**config.mk**
```make
export PLATFORM = sky130hd
export DESIGN_NAME = data_bus_ctrl
export DESIGN_NICKNAME = d
export VERILOG_FILES = /design/src/rtl/dbus_pkg.sv /design/src/rtl/dbus_lane_align.sv /design/src/rtl/data_bus_ctrl.sv
export SDC_FILE = /design/constraint.sdc
export NUM_CORES = 1
export LEC_CHECK = 0
export CORE_MARGIN = 4
export CORE_UTILIZATION = 30
export CTS_CLUSTER_SIZE = 16
export DETAILED_ROUTE_END_ITERATION = 16
export PLACE_DENSITY = 0.71
export SETUP_SLACK_MARGIN = 0.1
export SLEW_MARGIN = 10
export SYNTH_ARGS = -nofsm -noshare
export SYNTH_HDL_FRONTEND = slang
export SYNTH_SLANG_ARGS = --single-unit
```
**constraint.sdc**
```tcl
create_clock -name clk -period 1.75 [get_ports clk]
set_input_delay 0.35 -clock clk [delete_from_list [all_inputs] [get_ports clk]]
set_output_delay 0.35 -clock clk [all_outputs]
set_load 0.05 [all_outputs]
```
**src/rtl/dbus_pkg.sv**
```systemverilog
// Shared types and helpers for the data-side bus controller.
//   size_e     : access size encoding as seen on req_size / SIZE
//   state_e    : controller FSM states
//   is_aligned : true when an access of the given size may start at addr[1:0]
package dbus_pkg;

    typedef enum logic [1:0] {
        SZ_BYTE = 2'b00,
        SZ_HALF = 2'b01,
        SZ_WORD = 2'b10
    } size_e;

    typedef enum logic [1:0] {
        IDLE = 2'b00,
        REQ  = 2'b01,
        DONE = 2'b10
    } state_e;

    // Size code 2'b11 has no enum member and is handled as a word.
    function automatic logic is_aligned(input logic [1:0] size, input logic [1:0] addr_lo);
        logic ok;
        if (size == SZ_BYTE) begin
            ok = 1'b1;
        end else if (size == SZ_HALF) begin
            ok = ~addr_lo[0];
        end else begin
            ok = (addr_lo == 2'b00);
        end
        return ok;
    endfunction

endpackage

```
**src/rtl/dbus_lane_align.sv**
```systemverilog
// Combinational lane steering for the data bus.
//   wr_size, wr_data           : store size and right-aligned store data
//   wr_lanes                   : store data replicated across all lanes
//   rd_size, rd_addr_lo        : load size and byte offset within the word
//   rd_unsigned                : 1 = zero-extend, 0 = sign-extend
//   rd_bus                     : raw 32-bit word from the bus
//   rd_data                    : selected lane, extended to 32 bits
module dbus_lane_align
    import dbus_pkg::*;
(
    input  logic [1:0]  wr_size,
    input  logic [31:0] wr_data,
    output logic [31:0] wr_lanes,
    input  logic [1:0]  rd_size,
    input  logic [1:0]  rd_addr_lo,
    input  logic        rd_unsigned,
    input  logic [31:0] rd_bus,
    output logic [31:0] rd_data
);

    logic [7:0]  byte_sel;
    logic [15:0] half_sel;

    // Stores: the slave picks its lane from DAD/SIZE, so every lane carries the data.
    always_comb begin
        wr_lanes = wr_data;
        if (wr_size == SZ_BYTE) begin
            wr_lanes = {4{wr_data[7:0]}};
        end else if (wr_size == SZ_HALF) begin
            wr_lanes = {2{wr_data[15:0]}};
        end
    end

    // Loads: little-endian lane select, byte lane = addr[1:0], half lane = addr[1].
    always_comb begin
        case (rd_addr_lo)
            2'b00:   byte_sel = rd_bus[7:0];
            2'b01:   byte_sel = rd_bus[15:8];
            2'b10:   byte_sel = rd_bus[23:16];
            default: byte_sel = rd_bus[31:24];
        endcase
        half_sel = rd_addr_lo[1] ? rd_bus[31:16] : rd_bus[15:0];

        rd_data = rd_bus;
        if (rd_size == SZ_BYTE) begin
            rd_data = {{24{~rd_unsigned & byte_sel[7]}}, byte_sel};
        end else if (rd_size == SZ_HALF) begin
            rd_data = {{16{~rd_unsigned & half_sel[15]}}, half_sel};
        end
    end

endmodule

```
**src/rtl/data_bus_ctrl.sv**
```systemverilog
// Data-side bus controller: turns one memory-stage load/store into a single
// MREQ/ACKD_n handshaked bus cycle.
//   Handshake: accepted in IDLE when req_valid & aligned; MREQ rises on the next
//   edge and stays high until ACKD_n is sampled low (or the timeout expires);
//   one DONE cycle follows before the next request is considered.
//   clk, rst                          : clock, async active-low reset
//   req_*                             : request from memory stage (held while stall=1)
//   stall                             : combinational pipeline freeze
//   rdata_valid, rdata                : load result pulse
//   misalign_err, bus_err             : one-cycle error pulses
//   DAD, DDT_out, DDT_oe, DDT_in      : bus address / data
//   MREQ, WRITE, SIZE, ACKD_n         : bus control
module data_bus_ctrl
    import dbus_pkg::*;
#(
    parameter int TIMEOUT_CYC = 255
) (
    input  logic        clk,
    input  logic        rst,
    input  logic        req_valid,
    input  logic        req_write,
    input  logic [1:0]  req_size,
    input  logic        req_unsigned,
    input  logic [31:0] req_addr,
    input  logic [31:0] req_wdata,
    output logic        stall,
    output logic        rdata_valid,
    output logic [31:0] rdata,
    output logic        misalign_err,
    output logic        bus_err,
    output logic [31:0] DAD,
    output logic [31:0] DDT_out,
    output logic        DDT_oe,
    input  logic [31:0] DDT_in,
    output logic        MREQ,
    output logic        WRITE,
    output logic [1:0]  SIZE,
    input  logic        ACKD_n
);

    // timer counts completed MREQ cycles; the last allowed one is TIMEOUT_CYC-1.
    localparam logic [7:0] TMO_LAST = 8'(TIMEOUT_CYC - 1);

    state_e      state;
    logic [7:0]  timer;
    logic [1:0]  addr_lo;
    logic        load_unsigned;
    logic        aligned;
    logic [31:0] wr_lanes;
    logic [31:0] rd_ext;

    assign aligned = is_aligned(req_size, req_addr[1:0]);
    assign stall   = ((state == IDLE) && req_valid && aligned) || (state == REQ);

    dbus_lane_align u_lane (
        .wr_size     (req_size),
        .wr_data     (req_wdata),
        .wr_lanes    (wr_lanes),
        .rd_size     (SIZE),
        .rd_addr_lo  (addr_lo),
        .rd_unsigned (load_unsigned),
        .rd_bus      (DDT_in),
        .rd_data     (rd_ext)
    );

    always_ff @(posedge clk or negedge rst) begin
        if (!rst) begin
            state         <= IDLE;
            timer         <= 8'd0;
            addr_lo       <= 2'b00;
            load_unsigned <= 1'b0;
            MREQ          <= 1'b0;
            WRITE         <= 1'b0;
            DDT_oe        <= 1'b0;
            DAD           <= 32'd0;
            DDT_out       <= 32'd0;
            SIZE          <= 2'b00;
            rdata         <= 32'd0;
            rdata_valid   <= 1'b0;
            misalign_err  <= 1'b0;
            bus_err       <= 1'b0;
        end else begin
            rdata_valid  <= 1'b0;
            misalign_err <= 1'b0;
            bus_err      <= 1'b0;
            case (state)
                IDLE: begin
                    if (req_valid) begin
                        if (aligned) begin
                            state         <= REQ;
                            timer         <= 8'd0;
                            MREQ          <= 1'b1;
                            WRITE         <= req_write;
                            DDT_oe        <= req_write;
                            DAD           <= {req_addr[31:2], 2'b00};
                            SIZE          <= req_size;
                            DDT_out       <= wr_lanes;
                            addr_lo       <= req_addr[1:0];
                            load_unsigned <= req_unsigned;
                        end else begin
                            misalign_err <= 1'b1;
                        end
                    end
                end
                REQ: begin
                    if (!ACKD_n) begin
                        MREQ   <= 1'b0;
                        WRITE  <= 1'b0;
                        DDT_oe <= 1'b0;
                        state  <= DONE;
                        // WRITE still holds this access's direction here.
                        if (!WRITE) begin
                            rdata       <= rd_ext;
                            rdata_valid <= 1'b1;
                        end
                    end else if (timer == TMO_LAST) begin
                        MREQ    <= 1'b0;
                        WRITE   <= 1'b0;
                        DDT_oe  <= 1'b0;
                        bus_err <= 1'b1;
                        state   <= DONE;
                    end else begin
                        timer <= timer + 8'd1;
                    end
                end
                DONE: begin
                    state <= IDLE;
                end
                default: begin
                    state <= IDLE;
                end
            endcase
        end
    end

endmodule
```
[Word level (Yosys, flattened, before mapping)]
Index checks and enable logic that the tools add are counted.
Storage, ports and cells
  word-level logic and storage cells: 80
  output and inout bits: 105
  bits of input ports: 104
  flip-flop bits (word level): 114
Operators by class
  reduce and logical (&&, ||, !) cells: 14
  add/subtract/negate cells: 1
  bitwise logic cells: 6
  mux-type cells: 35
  equal/unequal tests: 11
Operators with widths (count)
  $mux W32: 4
  $mux W8: 4
  $pmux W8 S3: 1
  $mux W1: 17
  $mux W16: 1
  $pmux W8 S2: 1
  $logic_not A2 Y1: 5
  $reduce_and A3 Y1: 3
  $add A8 B1 Y8 const B: 1
  $eq A2 B1 Y1 const B: 4
  $eq A8 B8 Y1 const B: 1
  $mux W2: 4
  $ne A2 B2 Y1 const B: 4
  $reduce_and A5 Y1: 1
  $not A1 Y1: 4
  $pmux W1 S2: 2
  $pmux W2 S2: 1
  $reduce_and A4 Y1: 1
  $ne A3 B2 Y1 const B: 1
  $and A1 B1 Y1: 2
  $eq A2 B2 Y1 const B: 1
  $logic_and A1 B1 Y1: 2
  $reduce_bool A2 Y1: 1
  $logic_or A1 B1 Y1: 1

[Logic depth before layout (Yosys ltp)]
Gate-level depths: netlist (run 1).
  depth after elaboration: 6
  gate-level depth with buffers: 7
  mapped depth without buffers: 6

[Modules after synthesis]
From an unflattened synthesis (run 1), not the netlist that was laid out.
Second synthesis, totals
  cells, all modules: 587
  area total of the unflattened synthesis: 5740.5 µm²
Modules (own cells, without submodules)
  data_bus_ctrl: cells an instance 423, area each 4453.0 µm², times used 1
  dbus_lane_align: cells an instance 164, area each 1287.5 µm², times used 1

[Worst setup path after synthesis (run 1)]
OpenSTA, ideal clock, no wires.
  kind: input port to output port
  start: input req_size[1]
  end: output stall
  stages: 6
  arrival: 1777 ps
  data required time: 1400 ps
  buffers on the path: 3
  setup slack: -377 ps
  cells stage by stage: clkbuf_1 > o21ai_0 > nand3_1 > clkbuf_1 > clkbuf_1 > nand2_1
Between the ends
  longest elaborated chain between the ends: 5
  elaborated cells on any way between the ends: 6
RTL lines
  start, declared: line data_bus_ctrl.sv:22  | input logic [1:0] req_size,
  $eq A2 B1 Y1: line dbus_pkg.sv:24  | end else if (size == SZ_HALF) begin
  $mux W1: line dbus_pkg.sv:24
  $mux W1 *: line dbus_pkg.sv:22  | if (size == SZ_BYTE) begin
  $logic_and A1 B1 Y1 *: line data_bus_ctrl.sv:53  | assign stall = ((state == IDLE) && req_valid && aligned) || (state == REQ);
  $logic_or A1 B1 Y1 *: line data_bus_ctrl.sv:53
  end, declared: line data_bus_ctrl.sv:26  | output logic stall,
Mark *: on every way between the ends. The rest lies on a longest branch, timed or not.

[Final worst setup path (run 1)]
  start: register state[1]
  end: output stall
Between the ends
  longest elaborated chain between the ends: 4
  elaborated cells on any way between the ends: 5
RTL lines
  start, declared: line data_bus_ctrl.sv:44  | state_e state;
  start signal, assigned: line data_bus_ctrl.sv:68  | state <= IDLE;
  start signal, assigned: line data_bus_ctrl.sv:90  | state <= REQ;
  start signal, assigned: line data_bus_ctrl.sv:110  | state <= DONE;
  $logic_not A2 Y1: line data_bus_ctrl.sv:53
  $logic_and A1 B1 Y1 (2 in a row): line data_bus_ctrl.sv:53
  $logic_or A1 B1 Y1 *: line data_bus_ctrl.sv:53
Marks and branches as above.

==> results of run 1 <==
## critical path, stage by stage (launching register included)
cell and delay, ns:
dfrtp_1 0.38, buf_6 0.13, nor3b_4 0.18, buf_6 0.14, nand3_4 0.08, nand2_4 0.10, buf_12 0.14
## registers in the layout, indices dropped and copies added (netlist names), 2 cells and up
register and flops:
DDT_out 32, rdata 32, DAD 30, timer 8, SIZE 2, addr_lo 2
state 2
## cell families (layout without fill, tap and decap cells)
group,after synthesis,in the layout,synth area share [%]
AND/OR/NAND/NOR,258,258,20.29
other,1,2,0.07072
buffers and inverters,43,317,3.539
multiplexers,51,51,11.54
AO/OA/AOI/OAI,87,87,10.29
flip-flops,114,114,53.80
adder cells (fa/ha/maj),2,2,0.4718
## routing by layer
| layer | track usage [%] | share of wire [%] |
|---|---|---|
| met1 | 23.05 | 42 |
| met2 | 29.08 | 46 |
| met3 | 7.395 | 10 |
| met4 | 5.966 | 1.4 |
| met5 | 0 | 0 |
## worst paths after layout
| kind | startpoint | end | cells after the start | slack [ns] |
|---|---|---|---|---|
| worst min register to register | DAD[16] | DAD[16] | 2 | 0.47 |
| worst max-delay path | state[1] | stall | 6 | -0.16 |
| worst max register to register | state[1] | rdata[8] | 6 | -0.09 |
| max in group asynchronous | rst | SIZE[1] | 3 | 0.80 |
| worst min-delay path | rst | rdata[24] | 2 | 0.37 |
| min in group clk | req_addr[16] | DAD[16] | 3 | 0.47 |
## cells in the final DEF (no fill, tap or decap), types with 2 or more instances in the layout
master             n
mux2i_1           42
inv_1              5
o21ai_1            9
clkdlybuf4s50_1  101
clkbuf_1           3
mux4_2             8
o21a_1            16
clkbuf_16         18
buf_6              4
nor4_1             2
nor2_1            14
nor2b_1            2
nand3_1           24
dfrtp_1          109
ha_1               2
a21oi_1           12
buf_16             2
nand3b_1           2
nor3_1             3
buf_4            154
o211ai_1           7
a22o_1             3
bufinv_16          5
o21ai_2            4
clkinvlp_4         2
a31oi_1            2
buf_12            12
a211o_1            2
bufbuf_16          2
nand3_2           12
clkinv_2           3
o21ai_0           26
dfrtp_2            5
conb_1             2
clkbuf_8           2
nand2_1          184
## power by group
part / leakage [nW] / switching [W] / internal (W)
logic: 2.63 / 0.00467 / 0.00241
clock network: 0.310 / 0.00121 / 0.00259
registers: 1.41 / 0.000633 / 0.00354
total: 4.35 / 0.00652 / 0.00855
## repair_timing
action                                 in CTS  in global routing
endpoints found under the hold margin      14                  0
setup endpoints to repair                  84                111
cloned                                      4                  1
resized for setup                          27                 26
setup buffers                               8                  1
pin swaps                                   4                  1
hold buffers                                1                  0
## per-stage QoR
stage	power [W]	hold slack, ns
after floorplan	0.008445	0.05441
after global placement	0.01092	0.2428
after detailed placement	0.01102	0.2433
after CTS	0.01507	0.3559
after global routing	0.01575	0.3841
final	0.01506	0.3699
## final cells by class
cell class	instances	area [um2]	area share (%)
clock inverter	10	180.2	2.030
timing repair buffer	278	2620	29.53
tap	225	281.5	3.173
timing repair inverter	1	8.758	0.09870
multi-input combinational	400	2425	27.33
clock buffer	22	464.2	5.231
inverter	6	35.03	0.3948
sequential	114	2859	32.22
==> impl_metrics.ini, run 1 <==
[clocking]
clock-sinks = 114
clk_latency_ns = 0.41
cts_buffer_depth = 2
cts_root_buf = clkbuf_16
clk_pin_slew_ns = 0.06
htreeDepth = 4
cts_tree = built
cts_buffers = 17

[placed_design]
placed_area_um2 = 7841
place_inst = 1009
gp_congestion = 0.8770
dp_hpwl_um = 13280
port_buffers = 206
place_ws_ns = -0.4149

[route]
avgViaCountPerCell = 4.859
drt-total-wl_um = 18620
antenna_left = 0
drc = 0
wl_per_cell_um = 17.64
drtIter0Drc = 248
first_pass_iters = 4
num_vias = 5131

[run_status]
violations = negative setup slack
status = finished with violations

[setup_path]
endpoint_kind = output port
crit_required_ns = 1.40
crit_arrival_ns = 1.56
critPathKind = reg -> out
crit_fanout = 3
startpoint_type = register

[timing]
fin_tns_setup_ns = -1.338
setup_viol = 26
rsz0062_at_grt = yes
finalCritPeriodShare_pct = 109.1
worst_slack_ns = -0.1597
max_freq_ghz = 0.5236
relSlewSlack_pct = 41.36
worst_pin_slew_ns = 0.8764
skew_ns = 0.006135
fin_crit_ns = 1.910
finalHoldViolations = 0
slew_violations = 0

[logic_synthesis]
syn_inst = 556
ys_seq_area_share_pct = 53.80
synth_top_cell_by_area = dfrtp_1
synth_area_leaders = dfrtp_1 (54%), nand2_1 (13%), mux2i_1 (7.9%)
synth_edf_count = 0
synth_top_cells_by_count = nand2_1 (185), dfrtp_1 (114), mux2i_1 (42), o21ai_0 (38), nand3_1 (37)
avgSynthCellArea_um2 = 9.537
ys.flop_type = dfrtp_1
synth_seq_cells = 114
async_flop_share_pct = 100.0
synth_top_area_share_pct = 53.80
ys_warn_count = 0
netlist_area_um2 = 5303
ys_types = 39
synth.most_common_cell = nand2_1

[pwr]
power_density_nw_per_um2 = 1698
p_leak_nw = 4.350
ir_drop_mv = 0.9961

[job]
cap_violations = 0

[layout]
post-route-util_pct = 51.30
n_fill_cell = 1587
syn_to_final_growth_pct = 67.34
layoutNonFillerInstCount = 1056
final_cell_area_um2 = 8874
final_net_count = 924
drive_gt1_share_pct = 30.08
antenna_cells = 0

[global_routing]
grt_remaining_overflow = 0
antenna_found_initial = 0
grt_first_pass_wirelength_um = 28460
grt_pass1_vias = 5203
track_usage_pct = 18.38
grt_max_degree = 54

[floorplan]
core-area_um2 = 17300
die-area_um2 = 19870
die_h_um = 141.0
rows = 48
die_x_um = 141.0
initial_utilization_pct = 30.66
io_pins = 209

[worst_hold_path]
worst_hold_path_type = in -> async
Note: power is estimated with default switching activity, not from simulation.
==> inputs of run 2 (changes only) <==
--- a/config.mk
+++ b/config.mk
@@ -5,11 +5,10 @@
 export SDC_FILE = /design/constraint.sdc
 export NUM_CORES = 1
 export LEC_CHECK = 0
-export CORE_MARGIN = 4
 export CORE_UTILIZATION = 30
 export CTS_CLUSTER_SIZE = 16
 export DETAILED_ROUTE_END_ITERATION = 16
-export PLACE_DENSITY = 0.71
+export PLACE_DENSITY_LB_ADDON = 0.05
 export SETUP_SLACK_MARGIN = 0.1
 export SLEW_MARGIN = 10
 export SYNTH_ARGS = -nofsm -noshare
==> impl_metrics.ini, run 2 (synthesis gave the netlist of run 1 again) <==
[route]
top_layer_used = met4
drt-total-wl_um = 17590
wl_per_cell_um = 16.79
avgViaCountPerCell = 4.771
wl_met3_um = 1162
num_vias = 5000
route.met2.wl_um = 8444
first_pass_iters = 4
wl_met1_um = 7657
drc = 0
antenna_left = 0
drtIter0Drc = 191

[setup_path]
crit_arrival_ns = 1.51
crit_slowest_cell = dfrtp_1
worstPathCellList = buf_6, nor3b_2, buf_4, nand3_4, nand2_4, buf_12
crit_fanout = 4
r2r-end = rdata[19]
crit_required_ns = 1.40
rr_worst_depth = 7
reg2reg_from = WRITE
crit_start = state[1]
endpoint_kind = output port
critPathKind = reg -> out
endpoint = stall
startpoint_type = register
cpPeakStageDelay_ns = 0.38
r2r_setup_slack_ns = -0.09

[floorplan]
rows = 48
initial_utilization_pct = 30.66
die_x_um = 135.0
core-area_um2 = 17300
die-area_um2 = 18210
io_pins = 209
die_h_um = 135.0

[placed_design]
place_ws_ns = -0.4794
port_buffers = 206
gp_congestion = 0.7817
dp_hpwl_um = 12590
place_inst = 1006

[layout]
layoutNonFillerInstCount = 1048
layout_commonest_cell = nand2_1
layout_common_cells = nand2_1 (184), buf_4 (149), dfrtp_1 (111)
drive_gt1_share_pct = 26.97
reg_top3 = DDT_out (32), rdata (32), DAD (30)
final_net_count = 918
antenna_cells = 0
syn_to_final_growth_pct = 62.06

[pwr]
clockPowerShare_pct = 23.3
p_leak_nw = 4.193
switchingPower_w = 0.006367
power_w = 0.01441
swShare_pct = 44.20
ir_drop_mv = 0.8736
p_int_w = 0.008038
comb_power_share_pct = 47.7
power_density_nw_per_um2 = 1676
pwr-share-seq_pct = 28.9

[timing]
fin_crit_ns = 1.856
finalCritPeriodShare_pct = 106.1
worst_slack_ns = -0.1062
finalHoldViolations = 0
setup_viol = 28
skew_ns = 0.008504
slew_violations = 0
rsz0062_at_grt = yes
max_freq_ghz = 0.5387
whs_ns = 0.4151

[clocking]
clk_pin_slew_ns = 0.05
clock-sinks = 114
cts_root_buf = clkbuf_16
cts_tree = built
clk_latency_ns = 0.42
cts_buffer_depth = 2
htreeDepth = 4
cts_buffers = 17

[global_routing]
track_usage_pct = 19.99
grt_max_degree = 51
grt_pass1_vias = 5098
grt_remaining_overflow = 0
antenna_found_initial = 0
grt_first_pass_wirelength_um = 27400

[job]
cap_violations = 0

[worst_hold_path]
worst_hold_path_type = in -> async

[run_status]
status = finished with violations
violations = negative setup slack
## run 2: layer usage
layer  up-vias  track usage [%]
met5         -                0
li1       2402                -
met3        25            5.818
met1      2413            25.42
met2       160            31.99
met4         0            7.740
## run 2: critical path: cells and delay by family (launching register included)
kind,cells,cell delay (ns)
flops,1,0.38
buf+inv,3,0.41
simple gates,3,0.30
## run 2: metrics by stage
stage | area [um2] | TNS (ns) | util, %
detailed placement | 7769 | -32.23 | 44.91
CTS | 8522 | -1.820 | 49.27
global placement | 7769 | -26.29 | 44.91
finish | 8593 | -1.810 | 49.68
global route | 8593 | -4.238 | 49.68
floorplan | 5348 | -0.3884 | -
## run 2: layout make-up
cell class / instances / area, um2
Fill cell: 1637 / 8703
Sequential cell: 114 / 2856
Timing Repair Buffer: 272 / 2530
Multi-Input combinational cell: 401 / 2336
Clock buffer: 24 / 481.7
Tap cell: 225 / 281.5
Clock inverter: 6 / 80.08
Inverter: 6 / 27.53
## run 2: worst min path at each step
| stage | to | depth (start not counted) | slack (ns) |
|---|---|---|---|
| finish | rdata[6] | 2 | 0.42 |
| global placement | rdata_valid | 1 | 0.31 |
| detailed placement | rdata_valid | 1 | 0.31 |
| CTS | rdata[0] | 2 | 0.41 |
| global route | rdata_valid | 2 | 0.43 |
| floorplan | DAD[10] | 0 | 0.05 |
## run 2: what timing repair did
item | in CTS | in global routing
gates resized for setup | 14 | 13
buffers inserted | 7 | 0
hold buffers | 1 | 0
setup endpoints to repair | 62 | 102
pin swaps | 3 | 0
gates cloned | 3 | 1
endpoints found under the hold margin | 23 | 0
## run 2: power by group through the flow
stage	Sequential (W)	Combinational, W	Clock (W)
6_report	0.00417	0.00688	0.00336
5_1_grt	0.00428	0.00726	0.00355
4_1_cts	0.00418	0.00690	0.00342
3_5_place_dp	0.00421	0.00677	0
3_3_place_gp	0.00417	0.00670	0
2_1_floorplan	0.00701	0.00144	0
==> inputs of run 3 (changes only) <==
--- a/config.mk
+++ b/config.mk
@@ -5,7 +5,8 @@
 export SDC_FILE = /design/constraint.sdc
 export NUM_CORES = 1
 export LEC_CHECK = 0
-export CORE_UTILIZATION = 30
+export CORE_MARGIN = 4
+export CORE_UTILIZATION = 40
 export CTS_CLUSTER_SIZE = 16
 export DETAILED_ROUTE_END_ITERATION = 16
 export PLACE_DENSITY_LB_ADDON = 0.05
==> impl_metrics.ini, run 3 (synthesis gave the netlist of run 1 again) <==
[run_status]
status = finished with violations
violations = negative setup slack

[timing]
fin_tns_setup_ns = -2.896
worst_slack_ns = -0.1565
finalCritPeriodShare_pct = 108.9
setup_viol = 33
fin_crit_ns = 1.906
skew_ns = 0.007815
finalHoldViolations = 0
relSlewSlack_pct = 61.71
rsz0062_at_grt = yes
slew_violations = 0
max_freq_ghz = 0.5245
worst_pin_slew_ns = 0.5737
whs_ns = 0.2920

[clocking]
clk_pin_slew_ns = 0.05
cts_tree = built
cts_buffers = 17
cts_root_buf = clkbuf_16
cts_buffer_depth = 2
clock-sinks = 114
htreeDepth = 4
clk_latency_ns = 0.42

[setup_path]
reg2reg_from = state[1]
rr_worst_depth = 8
startpoint_type = register
endpoint_kind = output port
crit_arrival_ns = 1.56
r2r-end = rdata[14]
crit_required_ns = 1.40
r2r_setup_slack_ns = -0.15
crit_fanout = 2
critPathKind = reg -> out

[layout]
final_net_count = 914
layout_common_cells = nand2_1 (184), buf_4 (143), dfrtp_1 (108)
syn_to_final_growth_pct = 63.40
n_fill_cell = 1034
reg_top3 = DDT_out (32), rdata (32), DAD (30)
layout_commonest_cell = nand2_1
drive_gt1_share_pct = 30.69
antenna_cells = 0
final_cell_area_um2 = 8665
post-route-util_pct = 67.83

[floorplan]
die_x_um = 123.1
initial_utilization_pct = 41.51
io_pins = 209
die_h_um = 123.1
rows = 41
die-area_um2 = 15160
core-area_um2 = 12770

[placed_design]
gp_congestion = 0.8664
port_buffers = 206
place_ws_ns = -0.4225
placed_area_um2 = 7642
dp_hpwl_um = 12070

[global_routing]
track_usage_pct = 22.66
grt_pass1_vias = 5230
grt_first_pass_wirelength_um = 26520
antenna_found_initial = 0
grt_remaining_overflow = 0
grt_max_degree = 60

[route]
drt-total-wl_um = 17860
num_vias = 5134
first_pass_iters = 8
drc = 0
avgViaCountPerCell = 5.170
wl_per_cell_um = 17.98
drtIter0Drc = 264
antenna_left = 0

[pwr]
p_leak_nw = 4.249
power_density_nw_per_um2 = 1664
ir_drop_mv = 0.8155

[worst_hold_path]
worst_hold_path_type = in -> async

[job]
cap_violations = 0
run 3: worst max path at each step:
stage | startpoint | to | depth (start not counted)
after floorplan | req_size[1] | stall | 6
after detailed placement | DDT_in[31] | rdata[30] | 4
final | state[1] | stall | 6
after global routing | state[1] | stall | 6
after CTS | state[1] | stall | 6
after global placement | ACKD_n | rdata[24] | 6
run 3: critical path, stage by stage, from the launching register on:
cell     delay, ns
dfrtp_1       0.39
buf_6         0.13
nor3b_4       0.19
buf_6         0.13
nand3_4       0.09
nand2_4       0.09
buf_12        0.13
run 3: cell type report:
| type | count | area, um2 | share of cell area [%] |
|---|---|---|---|
| Tap cell | 172 | 215.2 | 2.484 |
| Inverter | 6 | 35.03 | 0.4043 |
| Timing Repair Buffer | 268 | 2512 | 29.00 |
| Clock inverter | 4 | 20.02 | 0.2310 |
| Multi-Input combinational cell | 401 | 2485 | 28.68 |
| Sequential cell | 114 | 2860 | 33.01 |
| Clock buffer | 28 | 536.8 | 6.195 |
run 3: repair_timing:
action | 4_1_cts | 5_1_grt
gates resized for setup | 27 | 46
cloned | 2 | 5
endpoints found under the hold margin | 58 | 0
pin swaps | 5 | 5
hold buffers | 1 | 0
setup endpoints to repair | 53 | 87
setup buffers | 5 | 3
run 3: power by group:
group	internal [W]	switching, W
logic	0.00235	0.00468
registers	0.00354	0.000620
clock network	0.00206	0.00116
run 3: through the flow:
| step | power (W) | instances |
|---|---|---|
| 2_1_floorplan | 0.008445 | 557 |
| 3_3_place_gp | 0.01078 | 945 |
| 3_5_place_dp | 0.01090 | 945 |
| 4_1_cts | 0.01428 | 985 |
| 5_1_grt | 0.01510 | 993 |
| 6_report | 0.01442 | 993 |
run 3: metal layers:
metal / routed length, um / GRT usage [%]
met2: 8910 / 38.29
met3: 1264 / 5.810
met4: 334 / 8.028
met1: 7350 / 28.14
met5: 0 / 0
